--- config.mk ---
export PLATFORM = sky130hd
export DESIGN_NAME = memaccess_ctrl
export DESIGN_NICKNAME = d
export VERILOG_FILES = /design/src/rtl/memaccess_pkg.sv /design/src/rtl/memaccess_wdog.sv /design/src/rtl/memaccess_ctrl.sv
export SDC_FILE = /design/constraint.sdc
export NUM_CORES = 1
export LEC_CHECK = 0
export BUFFER_PORTS_ARGS = -buffer_cell sky130_fd_sc_hd__buf_4
export CAP_MARGIN = 20
export CELL_PAD_IN_SITES_DETAIL_PLACEMENT = 0
export CELL_PAD_IN_SITES_GLOBAL_PLACEMENT = 2
export CORE_MARGIN = 4
export CORE_UTILIZATION = 25
export DETAILED_ROUTE_END_ITERATION = 16
export PLACE_DENSITY_LB_ADDON = 0.12
export SLEW_MARGIN = 0
export SYNTH_ARGS = -nofsm -noshare
export SYNTH_HDL_FRONTEND = slang
export SYNTH_SLANG_ARGS = --single-unit
--- constraint.sdc ---
create_clock -name clock -period 2.4 [get_ports clock]
set_clock_uncertainty 0.05 [all_clocks]
set_input_delay 0.12 -clock clock [delete_from_list [all_inputs] [get_ports clock]]
set_output_delay 0.12 -clock clock [all_outputs]
set_load 0.05 [all_outputs]
--- src/rtl/memaccess_pkg.sv ---
// Shared types for the LC-3 memory-stage access unit: command modes, FSM states
// and the two mode-classification helpers used by the controller.
package memaccess_pkg;

  typedef enum logic [1:0] {
    MODE_LD  = 2'd0,
    MODE_LDI = 2'd1,
    MODE_ST  = 2'd2,
    MODE_STI = 2'd3
  } mode_e;

  typedef enum logic [1:0] {
    S_IDLE = 2'd0,
    S_PTR  = 2'd1,
    S_ACC  = 2'd2,
    S_RESP = 2'd3
  } state_e;

  function automatic logic is_indirect(input mode_e m);
    return (m == MODE_LDI) || (m == MODE_STI);
  endfunction

  function automatic logic is_store(input mode_e m);
    return (m == MODE_ST) || (m == MODE_STI);
  endfunction

endpackage

--- src/rtl/memaccess_wdog.sv ---
// Wait counter for one memory request: counts un-acknowledged req cycles and
// flags the cycle in which the TIMEOUT-th such cycle is being spent.
module memaccess_wdog #(
  parameter int TIMEOUT = 15
) (
  input  logic clock,
  input  logic reset,
  input  logic clr,
  input  logic en,
  output logic expired
);

  localparam int CNT_W = (TIMEOUT > 0) ? $clog2(TIMEOUT + 1) : 1;

  logic [CNT_W-1:0] r_count;

  // NOTE: clocked state uses non-blocking assignments so every flop samples
  // pre-edge values, independent of the order the always blocks execute in.
  always_ff @(posedge clock or posedge reset) begin
    if (reset)    r_count <= '0;
    else if (clr) r_count <= '0;
    else if (en)  r_count <= r_count + 1'b1;
  end

  // Expire during the waiting cycle itself so an ack in that same cycle wins.
  generate
    if (TIMEOUT > 0) begin : g_on
      localparam logic [CNT_W-1:0] LAST = CNT_W'(TIMEOUT - 1);
      assign expired = en && (r_count == LAST);
    end else begin : g_off
      assign expired = 1'b0;
    end
  endgenerate

endmodule

--- src/rtl/memaccess_ctrl.sv ---
// LC-3 memory-stage access sequencer: one LD/LDI/ST/STI command at a time,
// req/ack memory handshake, one-cycle response pulse with timeout error.
module memaccess_ctrl
  import memaccess_pkg::*;
#(
  parameter int DATA_W  = 16,
  parameter int ADDR_W  = 16,
  parameter int TIMEOUT = 15
) (
  input  logic              clock,
  input  logic              reset,
  input  logic              cmd_valid,
  output logic              cmd_ready,
  input  logic [1:0]        cmd_mode,
  input  logic [ADDR_W-1:0] M_Addr,
  input  logic [DATA_W-1:0] M_Data,
  output logic              mem_req,
  output logic              mem_we,
  output logic [ADDR_W-1:0] DMem_addr,
  output logic [DATA_W-1:0] DMem_din,
  input  logic              mem_ack,
  input  logic [DATA_W-1:0] DMem_dout,
  output logic              resp_valid,
  output logic              resp_err,
  output logic [DATA_W-1:0] memout
);

  state_e            r_state, w_next;
  mode_e             r_mode;
  logic [ADDR_W-1:0] r_addr, r_ptr;
  logic [DATA_W-1:0] r_data, r_memout;
  logic              r_err;
  logic              w_accept, w_ack, w_expired, w_wd_clr, w_wd_en;

  assign w_accept = cmd_valid && cmd_ready;
  assign w_ack    = mem_req && mem_ack;
  assign w_wd_en  = mem_req && !mem_ack;
  assign w_wd_clr = !mem_req || ((r_state == S_PTR) && mem_ack);

  memaccess_wdog #(.TIMEOUT(TIMEOUT)) u_wdog (
    .clock   (clock),
    .reset   (reset),
    .clr     (w_wd_clr),
    .en      (w_wd_en),
    .expired (w_expired)
  );

  always_ff @(posedge clock or posedge reset) begin
    if (reset) r_state <= S_IDLE;
    else       r_state <= w_next;
  end

  // NOTE: every output and w_next gets a default before the case, so no path
  // leaves a signal unassigned and no latch is inferred.
  always_comb begin
    w_next     = r_state;
    cmd_ready  = 1'b0;
    mem_req    = 1'b0;
    mem_we     = 1'b0;
    DMem_addr  = '0;
    DMem_din   = '0;
    resp_valid = 1'b0;
    case (r_state)
      S_IDLE: begin
        cmd_ready = 1'b1;
        if (cmd_valid) w_next = is_indirect(mode_e'(cmd_mode)) ? S_PTR : S_ACC;
      end
      S_PTR: begin
        mem_req   = 1'b1;
        DMem_addr = r_addr;
        if (mem_ack)        w_next = S_ACC;
        else if (w_expired) w_next = S_RESP;
      end
      S_ACC: begin
        mem_req   = 1'b1;
        mem_we    = is_store(r_mode);
        DMem_addr = is_indirect(r_mode) ? r_ptr : r_addr;
        DMem_din  = is_store(r_mode) ? r_data : '0;
        if (mem_ack || w_expired) w_next = S_RESP;
      end
      S_RESP: begin
        resp_valid = 1'b1;
        w_next     = S_IDLE;
      end
      default: w_next = S_IDLE;
    endcase
  end

  assign resp_err = resp_valid && r_err;
  assign memout   = r_memout;

  always_ff @(posedge clock or posedge reset) begin
    if (reset) begin
      r_mode   <= MODE_LD;
      r_addr   <= '0;
      r_data   <= '0;
      r_ptr    <= '0;
      r_memout <= '0;
      r_err    <= 1'b0;
    end else begin
      if (w_accept) begin
        r_mode <= mode_e'(cmd_mode);
        r_addr <= M_Addr;
        r_data <= M_Data;
      end
      if ((r_state == S_PTR) && w_ack) r_ptr <= ADDR_W'(DMem_dout);
      // memout and the error flag change only when a response is being formed.
      if ((r_state == S_ACC) && w_ack) begin
        r_memout <= is_store(r_mode) ? '0 : DMem_dout;
        r_err    <= 1'b0;
      end else if (w_expired) begin
        r_memout <= '0;
        r_err    <= 1'b1;
      end
    end
  end

endmodule

# == Word level (Yosys, flattened, before mapping) ==
# Index checks and enable logic that the tools add are counted.
# word_totals
out_inout_bits,53
regBits,73
# op_classes
n_eq_ne,12
muxes,21
n_addsub,1
n_reduce_logical,20
# op_table
operator,count
$mux 16,6
$pmux 16 s2,1
$eq 2x2->1 const B,5
$mux 2,5
$logic_and 1x1->1,8
$mux 4,2
$pmux 2 s4,1
$eq 2x1->1 const B,3
$mux 1,6
$logic_or 1x1->1,5
$add 4x1->4 const B,1
$eq 4x4->1 const B,1
$ne 2x2->1 const B,2
$reduce_bool 2->1,2
$ne 3x3->1 const B,1
$reduce_and 3->1,1
$logic_not 1->1,2
$logic_not 2->1,1
$reduce_or 2->1,1

# == Longest topological paths before layout ==
# Gate-level depths: netlist (run 1).
# depth
word_depth,8
mapped_depth,7
ltp_nobuf,5

# == Modules after synthesis ==
# A second synthesis (run 1) with hierarchy kept.
# hier_totals
hier_cells,267
hier_area_um2,3363.2
# modules_own_cells
module,cells_per_inst,area_per_inst_um2,seq_area_each_um2,instances
memaccess_ctrl,246,3136.8,1726.7,1
memaccess_wdog,21,226.5,100.1,1

# == Worst setup path before layout (run 1) ==
# OpenSTA, ideal clock, no wires.
# synth_path
path_type,reg2out
from,reg r_state[0]
to,out DMem_addr[0]
path_stages_with_launch,6
arrival_time_ns,2.455
path_slack_ns,-0.225
cell_sequence,dfrtp_1 -> inv_1 -> ha_1 -> clkinv_1 -> clkbuf_1 -> a21oi_1
# synth_between
elab_chain_cells,2
# synth_lines
item,line,source
start: declaration,memaccess_ctrl.sv:28,"state_e r_state, w_next;"
start signal: assignment,memaccess_ctrl.sv:50,else r_state <= w_next;
$eq 2x2->1 / $eq 2x1->1 (equally long branches),memaccess_ctrl.sv:63,case (r_state)
$pmux 16 s2 (*),memaccess_ctrl.sv:63,
end: declaration,memaccess_ctrl.sv:19,"output logic [ADDR_W-1:0] DMem_addr,"
# Every way passes the cells marked *; elsewhere a longest branch is shown, timed or not.

# == Final worst setup path (run 1) ==
# layout_path
from,reg r_state[0]
to,out DMem_addr[15]
# The elaborated chain is that of the path after synthesis.

==> metrics.md, run 1 <==
| Metric | Value |
|---|---|
| Pins over their slew limit | 0 |
| WHS | ~0.037 ns |
| Post-Synthesis Cells | 267 |
| Fmax achieved | 0.4704 GHz |
| FFs w/ async S/R, synth | 100.0% |
| Status | finished clean |
| Largest net degree at the start of global routing | 39 |
| R2r startpoint | r_state[0]$_DFFE_PP0P_ |
| Hold path cells | 2 |
| PwrDens | 1402 nW/um2 |
| Min cycle time layout | 2.126 ns |
| Worst hold path class | in2reg |
| Gp weighted congestion | 0.7319 |
| WL met3 | between 500 and 600 um |
| Register area share after synthesis | between 50 and 60% |
| Final WS setup | roughly 0.27 ns |
| Clock-pin slew of the registers on the worst-case setup and hold paths | 0.06 ns |
| Period Utilization, post-route | 88.57% |
| Die height | between 100 and 150 um |
| Final instance area | 5130 um2 |
| Core ar. | 12,820 um2 |
| Setup TNS | 0 ns |
| Synthesized cell area | around 3300 um2 |
| Worst Path Max Fanout | 9 |
| Clk_lat worst skew | around 0.33 ns |
| R2r setup slk | 0.40 ns |
| Via count | 2,640 |
| Input/output buffers | 106 |
| RR Endpoint | r_state[1]$_DFFE_PP0P_ |
| Met2 WL | 4.504 mm |
| Row count | 41 |
| Initial Utilization | 25.84% |
| First-pass GRT wire length | 15.20 mm |
| Min-delay src | mem_ack |
| Hold Path Sink | r_err$_DFFE_PP0P_ |
| N_diodes | 0 |
| Final setup fails | 0 |
| Synth-to-layout area growth | 54.78% |
| Critical path's largest stage delay | 0.43 ns |
| YS warnings | 0 |
| Total clock sinks | 73 |
| Initial antenna violation count | 0 |
| Syn avg cell area | 12.41 um2 |
| Metal-1 WL | 4.245 mm |
| GRT Total Usage | 13.19% |
| Drt drc | 0 |
| Initial DRC count | 115 |
| Max-Cap Viols | 0 |
| Vias in the first global route | 2,897 |
| Vias per inst | 4.356 |
| Top Metal Used | met4 |
| Worst Setup End Kind | output port |
| Clock buffer depth | 2 |
| Worst-Margin Slew | 0.6861 ns |
| Layout cells sized above 1 | 43.78% |
| Pre-CTS setup slack | 0.4087 ns |
| Post-synthesis register bit count | 73 |
| Post-CTS setup buffers | 0 |
| Post-synth top flop | dfrtp_1 |
| Area of the die | 15,160 um2 |
| Final HPWL DP | between 6 and 7 mm |
| Critical Path RT | approximately 2.2 ns |
| Slew margin rel. | 54.26% |
| Post-Syn Nets | ~330 |
| H-tree depth | 3 |
| CP arrival | approximately 2.0 ns |
| Critical path class | reg2out |
| Unrepaired setup endpoints after global routing | no |
| IO Count | 107 |
| Post-synth EDFFs | 0 |
| Crit start category | flip-flop |
| Final hold violations | 0 |
| Logic depth of the worst register-to-register path | 5 |
| DRT antenna net count | 0 |
| CTS Buf Count | 9 |
| Global route overflow | 0 |
| Total Wirelength | 9.436 mm |
| CTS tree | built |
| Peak VDD IR | 0.6709 mV |
| Final net count | 490 |
| Fillers | 1,302 |
| Final Power | 7.192 mW |
| Root Buffer | clkbuf_16 |
| Leak | 2.419 nW |
| Cell Area, Placed | 4324 um2 |
| Top cell by count, worst path | buf_4 |
| CP Cell Sequence | inv_1 -> ha_1 -> clkinv_1 -> buf_4 -> a21oi_1 -> buf_4 |
| Critical path's slowest cell | dfrtp_1 |
| Die span in x | 123.1 um |
| WL per Instance | 15.57 um |
| Drt first pass iters | 4 |
| Synth unique cells | 34 |
-- registers in the layout, summed over array words and instances, names as in the netlist --
register        cells
r_state             2
r_addr             16
r_ptr              16
r_err               1
u_wdog.r_count      4
memout             16
r_mode              2
r_data             16
-- placed cells by master, fill, tap and decap left out, drive strengths merged, types with 2 or more instances in the layout --
cell type / n
a211oi: 2
a21oi: 17
a22o: 16
and2: 3
and3: 17
buf: 116
clkbuf: 14
clkinv: 4
dfrtp: 73
dlygate4sd3: 51
ha: 7
inv: 5
mux2: 52
mux2i: 3
nand2: 19
nand2b: 2
nor2: 5
o21ai: 16
-- stage by stage --
| stage | instances | util [%] |
|---|---|---|
| after global routing | 606 | 40.00 |
| after CTS | 606 | 39.99 |
| final | 606 | 40.00 |
| after detailed placement | 539 | 33.72 |
| after floorplan | 267 | - |
| after global placement | 539 | 33.72 |
-- where the power goes --
group / total [mW] / switching [mW] / internal (mW)
sequential: 2.14 / 0.342 / 1.80
clock: 1.30 / 0.493 / 0.810
combinational: 3.75 / 2.30 / 1.45
total: 7.19 / 3.14 / 4.06
-- kinds of logic (layout without fill, tap and decap cells) --
logic type      after synthesis  after routing  synth area share [%]
xor+xnor                      1              1                0.2643
simple gates                 53             53                 8.720
mux                          55             55                 18.95
compound gates               55             55                 10.80
fa+ha+maj                     7              7                 2.642
buf+inv                      23            190                 3.510
flops                        73             73                 55.12
-- critical path, delay by kind of cell, from the launching register on --
family | cells | cell delay [ns]
AO/OA/AOI/OAI | 1 | 0.16
adder cells (fa/ha/maj) | 1 | 0.41
buffers and inverters | 4 | 0.64
flip-flops | 1 | 0.43
-- how the worst max path moves through the flow --
stage,startpoint,slack [ns],endpoint,depth (start not counted)
final,r_state[0]$_DFFE_PP0P_,0.27,DMem_addr[15],6
after global routing,r_state[0]$_DFFE_PP0P_,0.10,DMem_addr[3],6
after CTS,r_state[0]$_DFFE_PP0P_,0.13,DMem_addr[11],6
after detailed placement,r_state[0]$_DFFE_PP0P_,0.41,r_state[0]$_DFFE_PP0P_,5
after global placement,r_state[0]$_DFFE_PP0P_,0.43,r_state[1]$_DFFE_PP0P_,5
after floorplan,r_state[0]$_DFFE_PP0P_,-0.22,DMem_addr[0],5
-- synthesized netlist by cell type, types with 2 or more instances --
| cell type | instances | share of area [%] |
|---|---|---|
| dfrtp_1 | 73 | 55 |
| mux2_2 | 52 | 18 |
| nand2_1 | 19 | 2.2 |
| a21oi_1 | 17 | 2.6 |
| and3_1 | 17 | 3.2 |
| a22o_1 | 16 | 4.2 |
| o21ai_0 | 16 | 2.4 |
| ha_1 | 7 | 2.6 |
| inv_1 | 6 | 0.68 |
| buf_2 | 5 | 0.75 |
| clkbuf_1 | 5 | 0.57 |
| buf_4 | 4 | 0.91 |
| nor2_1 | 4 | 0.45 |
| and2_1 | 3 | 0.57 |
| a211oi_1 | 2 | 0.45 |
| mux2i_1 | 2 | 0.60 |
| nand2b_1 | 2 | 0.38 |
-- cell type report --
type,count,area [um2],share of cell area [%]
inverters,7,27.53,0.5366
well taps,172,215.2,4.195
repair buffers,167,1394,27.17
clock buffers,14,284.0,5.537
clock inverters,2,10.01,0.1951
flip-flops and latches,73,1827,35.61
multi-input cells,171,1373,26.76
-- routing by layer --
layer	global-route usage, %	vias up
li1	-	1273
met1	16.90	1279
met2	21.37	79
met3	4.026	9
met4	4.152	0
met5	0	-
-- what timing repair did --
item                                    in CTS  in global routing
endpoints found under the setup margin       0                 14
resized for setup                            0                  1
hold buffers                                51                  0
hold endpoints to repair                   101                  0
(Power assumes the default switching activity.)
==> inputs of run 2 (changes only) <==
Settings changed: CELL_PAD_IN_SITES_GLOBAL_PLACEMENT 2 to 1, CORE_MARGIN 4 to 2.
==> run 2 against run 1 <==
Compared with the run above: non-clock buffer count unchanged; clock power up 14%; first-iteration DRC count up 17%; cell area up 0.78%; routed wire length down 1.1%; cell count up 0.66%; highest routed layer unchanged; hold slack better by 0.0032 ns; global-route usage up 0.40 points; largest power group unchanged; sequential share of layout area down 0.28 points; maximum frequency down 4.8%; total power up 2.7%; worst setup slack worse by 0.11 ns.
==> metrics.md, run 2 (synthesis gave the netlist of run 1 again) <==
| Metric | Value |
|---|---|
| Status | finished clean |
| Vias per inst | 4.339 (-0.39%) |
| Total clock sinks | 73 (unchanged) |
| Drt drc | 0 (unchanged) |
| Drt first pass iters | 4 (unchanged) |
| Final core utilization | 39.51% (-0.49 points) |
| Final setup fails | 0 (unchanged) |
| Crit start category | flip-flop |
| Fillers | 1,291 (-0.84%) |
| Initial Utilization | 25.33% (-0.51 points) |
| Flop pwr share | 29.1% (-0.7 points) |
| CTS tree | built |
| Final net count | 490 (unchanged) |
| N_diodes | 0 (unchanged) |
| GRT Total Usage | 13.59% (+0.40 points) |
| Gp weighted congestion | 0.6786 (-7.3%) |
| Worst hold path class | in2reg |
| Largest net degree at the start of global routing | 74 (+90%) |
| First-pass GRT wire length | 14.81 mm (-2.6%) |
| IO Count | 107 (unchanged) |
| Initial DRC count | 134 (+17%) |
| Die height | 119.1 um (-3.2%) |
| RR Endpoint | r_state[1]$_DFFE_PP0P_ |
| Synth-to-layout area growth | 55.98% |
| Register area | 1827 um2 (unchanged) |
| WL per Instance | 15.30 um (-1.8%) |
| Switching Share | 42.98% (-0.62 points) |
| Input/output buffers | 106 (unchanged) |
| Gate power share | 50.8% (-1.3 points) |
| Final hold violations | 0 (unchanged) |
| Net Sw Power | 3.173 mW (+1.2%) |
| Clk_lat worst skew | 0.34 ns (about the same) |
| R2r setup slk | 0.41 ns (about the same) |
| Leak | 2.432 nW (+0.55%) |
| Unrepaired setup endpoints after global routing | no |
| P_int | 4.210 mW (+3.8%) |
| Core ar. | 13,090 um2 (+2.0%) |
| Crit path from | r_state[0]$_DFFE_PP0P_ |
| Peak VDD IR | 0.6046 mV (-9.9%) |
| Fmax achieved | 0.4477 GHz (-4.8%) |
| Layout cells sized above 1 | 43.78% (unchanged) |
| Period Utilization, post-route | 93.08% (+4.5 points) |
| Final Power | 7.383 mW (+2.7%) |
| Max-Cap Viols | 0 (unchanged) |
| Clock power share | 20.1% (+2.0 points) |
| Clock-pin slew of the registers on the worst-case setup and hold paths | 0.06 ns (about the same) |
| H-tree depth | 3 (unchanged) |
| Post-CTS setup buffers | 0 (unchanged) |
| Commonest non-fill, non-tap cell in the layout | buf_4 |
| Met1 Track Usage GR | 16.82% (-0.075 points) |
| Via count | 2,647 (+0.27%) |
| GR peak layer | met2 |
| Worst-Margin Slew | 0.5763 ns (-0.1098 ns) |
| CP arrival | 2.06 ns (+0.10 ns) |
| Area of the die | 14,190 um2 (-6.4%) |
| PwrDens | 1428 nW/um2 (+1.9%) |
| Critical path class | reg2out |
| Logic depth of the worst register-to-register path | 5 (unchanged) |
| R2r startpoint | r_state[0]$_DFFE_PP0P_ |
| Critical Path RT | 2.23 ns (about the same) |
| Pins over their slew limit | 0 (unchanged) |
| Global route overflow | 0 (unchanged) |
| Most frequent cells in the layout | buf_4, dfrtp_1, mux2_2 |
| Clock buffer depth | 2 (unchanged) |
| Row count | 42 (+2.4%) |
| Min cycle time layout | 2.234 ns (+0.1082 ns) |
| CTS Buf Count | 9 (unchanged) |
| Worst Setup End Kind | output port |
| Worst Path Max Fanout | 10 (+1) |
| Total Wirelength | 9.332 mm (-1.1%) |
| Initial antenna violation count | 0 (unchanged) |
| Die span in x | 119.1 um (-3.2%) |
| Multi-input gate area | 1371 um2 (about the same) |
| Vias in the first global route | 2,838 (-2.0%) |
| Slew margin rel. | 61.58% (+7.3 points) |
| Root Buffer | clkbuf_16 |
| Setup crit end | DMem_addr[15] |
| DRT antenna net count | 0 (unchanged) |
| Met2 usage in global routing | 22.09% (+0.72 points) |
| Final HPWL DP | 6.302 mm (-8.2%) |
| GR Layer Usage met3 | 5.220% (+1.2 points) |
[run 2: cell types whose count changed in the layout (fill, tap and decap cells not counted), sizes merged]
| cell | before | now |
|---|---|---|
| clkinvlp | 0 | 1 |
| bufinv | 0 | 2 |
| clkbuf | 14 | 11 |
[run 2: power by group through the flow]
stage | sequential (mW) | clock [mW] | combinational [mW]
after floorplan | 2.36 | 0 | 2.42
after global placement | 2.16 | 0 | 3.71
after detailed placement | 2.17 | 0 | 3.73
after CTS | 2.16 | 1.54 | 3.80
after global routing | 2.23 | 1.59 | 4.00
final | 2.15 | 1.48 | 3.75
[run 2: worst min-delay path by stage]
stage,startpoint,endpoint,slack [ns],cells after the start
after global placement,reset,memout[5]$_DFFE_PP0P_,0.20,3
after detailed placement,reset,memout[13]$_DFFE_PP0P_,0.20,3
after CTS,mem_ack,r_err$_DFFE_PP0P_,0.03,2
after floorplan,DMem_dout[0],memout[0]$_DFFE_PP0P_,0.20,1
after global routing,mem_ack,r_err$_DFFE_PP0P_,0.04,2
final,mem_ack,r_err$_DFFE_PP0P_,0.04,2
[run 2: cell type report]
cell class | instances | share of cell area, %
flip-flops and latches | 73 | 35.33
repair buffers | 167 | 26.96
multi-input cells | 171 | 26.52
clock buffers | 11 | 4.889
well taps | 176 | 4.259
clock inverters | 5 | 1.500
inverters | 7 | 0.5324
[run 2: timing repair]
item | CTS | global route
hold buffers | 51 | 0
gates resized for setup | 0 | 0
hold endpoints to repair | 139 | 0
[run 2: per-layer routing]
layer,vias up,part of all wire [%]
li1,1274,-
met1,1292,46
met2,74,47
met3,7,6.0
met4,0,1.1
met5,-,0
[run 2: per-stage QoR]
stage               setup slack [ns]  hold slack (ns)  TNS [ns]  instance area [um2]  std cells
floorplan                    -0.2247           0.2025    -2.383                 3314        267
global placement              0.4336           0.1982         0                 4329        543
detailed placement            0.3970           0.1999         0                 4329        543
CTS                           0.1526          0.02867         0                 5170        610
global route                 0.02195          0.03735         0                 5170        610
finish                        0.1661          0.04011         0                 5170        610
[run 2: critical path: stages, from the launching register on]
cell      delay [ns]
dfrtp_1         0.42
inv_1           0.11
ha_1            0.41
clkinv_1        0.12
buf_4           0.19
a21oi_1         0.23
buf_4           0.25
==> inputs of run 3 (changes only) <==
Settings changed: CORE_UTILIZATION 25 to 35.
Clock period 2.4 ns to 1.82 ns, I/O delays scaled along.
==> run 3 against run 2 <==
Compared with the run above: sequential power increased by 34%; clock power down 7%; worst setup slack lost 0.22 ns; count of clock-buffer cells in the layout is 1 lower; the run now ends with negative setup slack left; combinational power grew 71%; largest power group unchanged; via count rose by 3.5%.
==> metrics.md, run 3 (synthesis gave the netlist of run 1 again) <==
| Metric | Value |
|---|---|
| CTS tree | built |
| P_int | 5.899 mW (+40%) |
| DRT antenna net count | 0 (unchanged) |
| Hold Path Sink | r_state[1]$_DFFE_PP0P_ |
| Setup TNS | -0.6551 ns (-0.6551 ns) |
| Fillers | 768 (-41%) |
| Min-delay src | cmd_valid |
| Row count | 35 (-17%) |
| IO Count | 107 (unchanged) |
| Worst hold path class | in2reg |
| Max-Cap Viols | 0 (unchanged) |
| Total Wirelength | 8.865 mm (-5.0%) |
| Critical path class | reg2out |
| Input/output buffers | 106 (unchanged) |
| WL per Instance | 15.97 um (+4.4%) |
| Drt first pass iters | 4 (unchanged) |
| Clock-pin slew of the registers on the worst-case setup and hold paths | 0.08 ns (+0.02 ns) |
| Commonest non-fill, non-tap cell in the layout | buf_4 |
| Core ar. | 9196 um2 (-30%) |
| Area of the die | 10,260 um2 (-28%) |
| Layout cells sized above 1 | 54.95% (+11 points) |
| Min cycle time layout | around 1.9 ns |
| PwrDens | 1930 nW/um2 (+35%) |
| Clock buffer depth | 2 (unchanged) |
| Final hold violations | 0 (unchanged) |
| Total clock sinks | 73 (unchanged) |
| Vias per inst | 4.935 (+14%) |
| Pins over their slew limit | 0 (unchanged) |
| RR Endpoint | r_state[0]$_DFFE_PP0P_ |
| Clk_lat worst skew | 0.34 ns (about the same) |
| Global route overflow | 0 (unchanged) |
| R2r setup slk | -0.04 ns (-0.45 ns) |
| Slew margin rel. | 65.38% (+3.8 points) |
| GRT Total Usage | 18.74% (+5.1 points) |
| R2r startpoint | r_state[0]$_DFFE_PP0P_ |
| Worst-Margin Slew | 0.5194 ns (-0.05698 ns) |
| Most frequent cells in the layout | buf_4, dfrtp_1, mux2_2, dlygate4sd3_1, and3_1 |
| Initial DRC count | 85 (-37%) |
| Worst Path Max Fanout | 8 (-2) |
| Flop pwr share | 27.0% (-2.1 points) |
| Worst Setup End Kind | output port |
| N_diodes | 0 (unchanged) |
| Pre-CTS setup slack | -0.006729 ns (-0.4038 ns) |
| Initial Utilization | 36.04% (+11 points) |
| Switching Share | 44.69% (+1.7 points) |
| Logic depth of the worst register-to-register path | 6 (+1) |
| Net Sw Power | 4.765 mW (+50%) |
| Final HPWL DP | 5.879 mm (-6.7%) |
| Cell Area, Placed | 4472 um2 (+3.3%) |
| Clock power share | 12.8% (-7.3 points) |
| Root Buffer | clkbuf_8 |
| Drt drc | 0 (unchanged) |
| Hold path cells | 3 (+1) |
| Initial antenna violation count | 0 (unchanged) |
| CP arrival | 1.73 ns (-0.33 ns) |
| Synth-to-layout area growth | 66.74% |
| Period Utilization, post-route | 103.1% |
| Fmax achieved | 0.5331 GHz |
| Die height | 101.3 um (-15%) |
| Peak VDD IR | 1.550 mV (+160%) |
| Final WS setup | -0.05593 ns (-0.2220 ns) |
| Die span in x | 101.3 um (-15%) |
| Final net count | 500 (+2.0%) |
| Final Power | 10.66 mW (+44%) |
| H-tree depth | 3 (unchanged) |
| Largest net degree at the start of global routing | 56 (-24%) |
| Gate power share | 60.1% (+9.3 points) |
| CTS Buf Count | 9 (unchanged) |
| Gp weighted congestion | 0.8260 (+22%) |
| Multi-input gate area | 1669 um2 (+22%) |
| Critical Path RT | 1.68 ns (-0.55 ns) |
| Via count | 2,739 (+3.5%) |
| Status | finished with violations |
| Register area | 1828 um2 (about the same) |
| Crit start category | flip-flop |
| Vias in the first global route | 2,956 (+4.2%) |
| First-pass GRT wire length | 14.88 mm (+0.51%) |
| Leak | 2.502 nW (+2.9%) |
| Failing checks | negative setup slack |
| Final setup fails | 18 (+18) |
| Final instance area | 5527 um2 (+6.9%) |
| Unrepaired setup endpoints after global routing | yes |
-- run 3: cell count changes in the layout (fill, tap and decap cells not counted), sizes merged --
cell	delta
and2b	+1
clkbuf	-1
clkinvlp	+1
buf	+8
dlygate4sd3	+1
-- run 3: layout make-up --
type / instances / share of cell area, %
inverters: 7 / 0.6792
clock inverters: 6 / 1.494
repair buffers: 176 / 29.73
flip-flops and latches: 73 / 33.08
well taps: 111 / 2.513
multi-input cells: 172 / 30.20
clock buffers: 10 / 2.309
-- run 3: power by group through the flow --
stage	clock network (mW)	logic [mW]	registers, mW
5_1_grt	1.49	6.80	2.98
6_report	1.37	6.41	2.88
4_1_cts	1.41	6.33	2.89
3_5_place_dp	0	5.48	2.85
2_1_floorplan	0	3.70	3.12
3_3_place_gp	0	5.43	2.83
-- run 3: worst max path at each step --
stage                           startpoint                      to  slack [ns]  cells after the start
global placement    r_state[0]$_DFFE_PP0P_  r_state[1]$_DFFE_PP0P_        0.03                      6
global route        r_state[0]$_DFFE_PP0P_           DMem_addr[11]       -0.13                      7
floorplan           r_state[0]$_DFFE_PP0P_  r_state[0]$_DFFE_PP0P_       0.007                      5
finish              r_state[0]$_DFFE_PP0P_            DMem_addr[2]       -0.06                      6
CTS                 r_state[1]$_DFFE_PP0P_            DMem_addr[6]       -0.05                      7
detailed placement  r_state[1]$_DFFE_PP0P_   memout[3]$_DFFE_PP0P_      -0.007                      5
-- run 3: stage by stage --
| stage | utilization (%) | hold WS, ns | instances |
|---|---|---|---|
| after floorplan | - | 0.1735 | 267 |
| after global placement | 48.63 | 0.08448 | 479 |
| after detailed placement | 48.63 | 0.08793 | 479 |
| after CTS | 59.47 | 0.1091 | 552 |
| after global routing | 60.10 | 0.1360 | 555 |
| final | 60.10 | 0.1305 | 555 |
-- run 3: worst max-delay path, cell delays in order (launching register included) --
cell     delay [ns]
dfrtp_1        0.40
inv_2          0.12
ha_4           0.16
and2b_4        0.28
o21ai_2        0.10
a21oi_4        0.16
buf_6          0.17
-- run 3: timing repair --
item | 4_1_cts | 5_1_grt
hold endpoints to repair | 86 | 0
endpoints found under the setup margin | 25 | 51
gates cloned | 2 | 0
resized for setup | 71 | 3
pin swaps | 4 | 2
hold buffers | 52 | 0
setup buffers | 4 | 3
-- run 3: per-layer routing --
| metal | wire length (um) | GRT usage (%) |
|---|---|---|
| met5 | 0 | 0 |
| met4 | 145 | 7.796 |
| met3 | 329 | 3.727 |
| met2 | 4412 | 30.31 |
| met1 | 3977 | 24.66 |
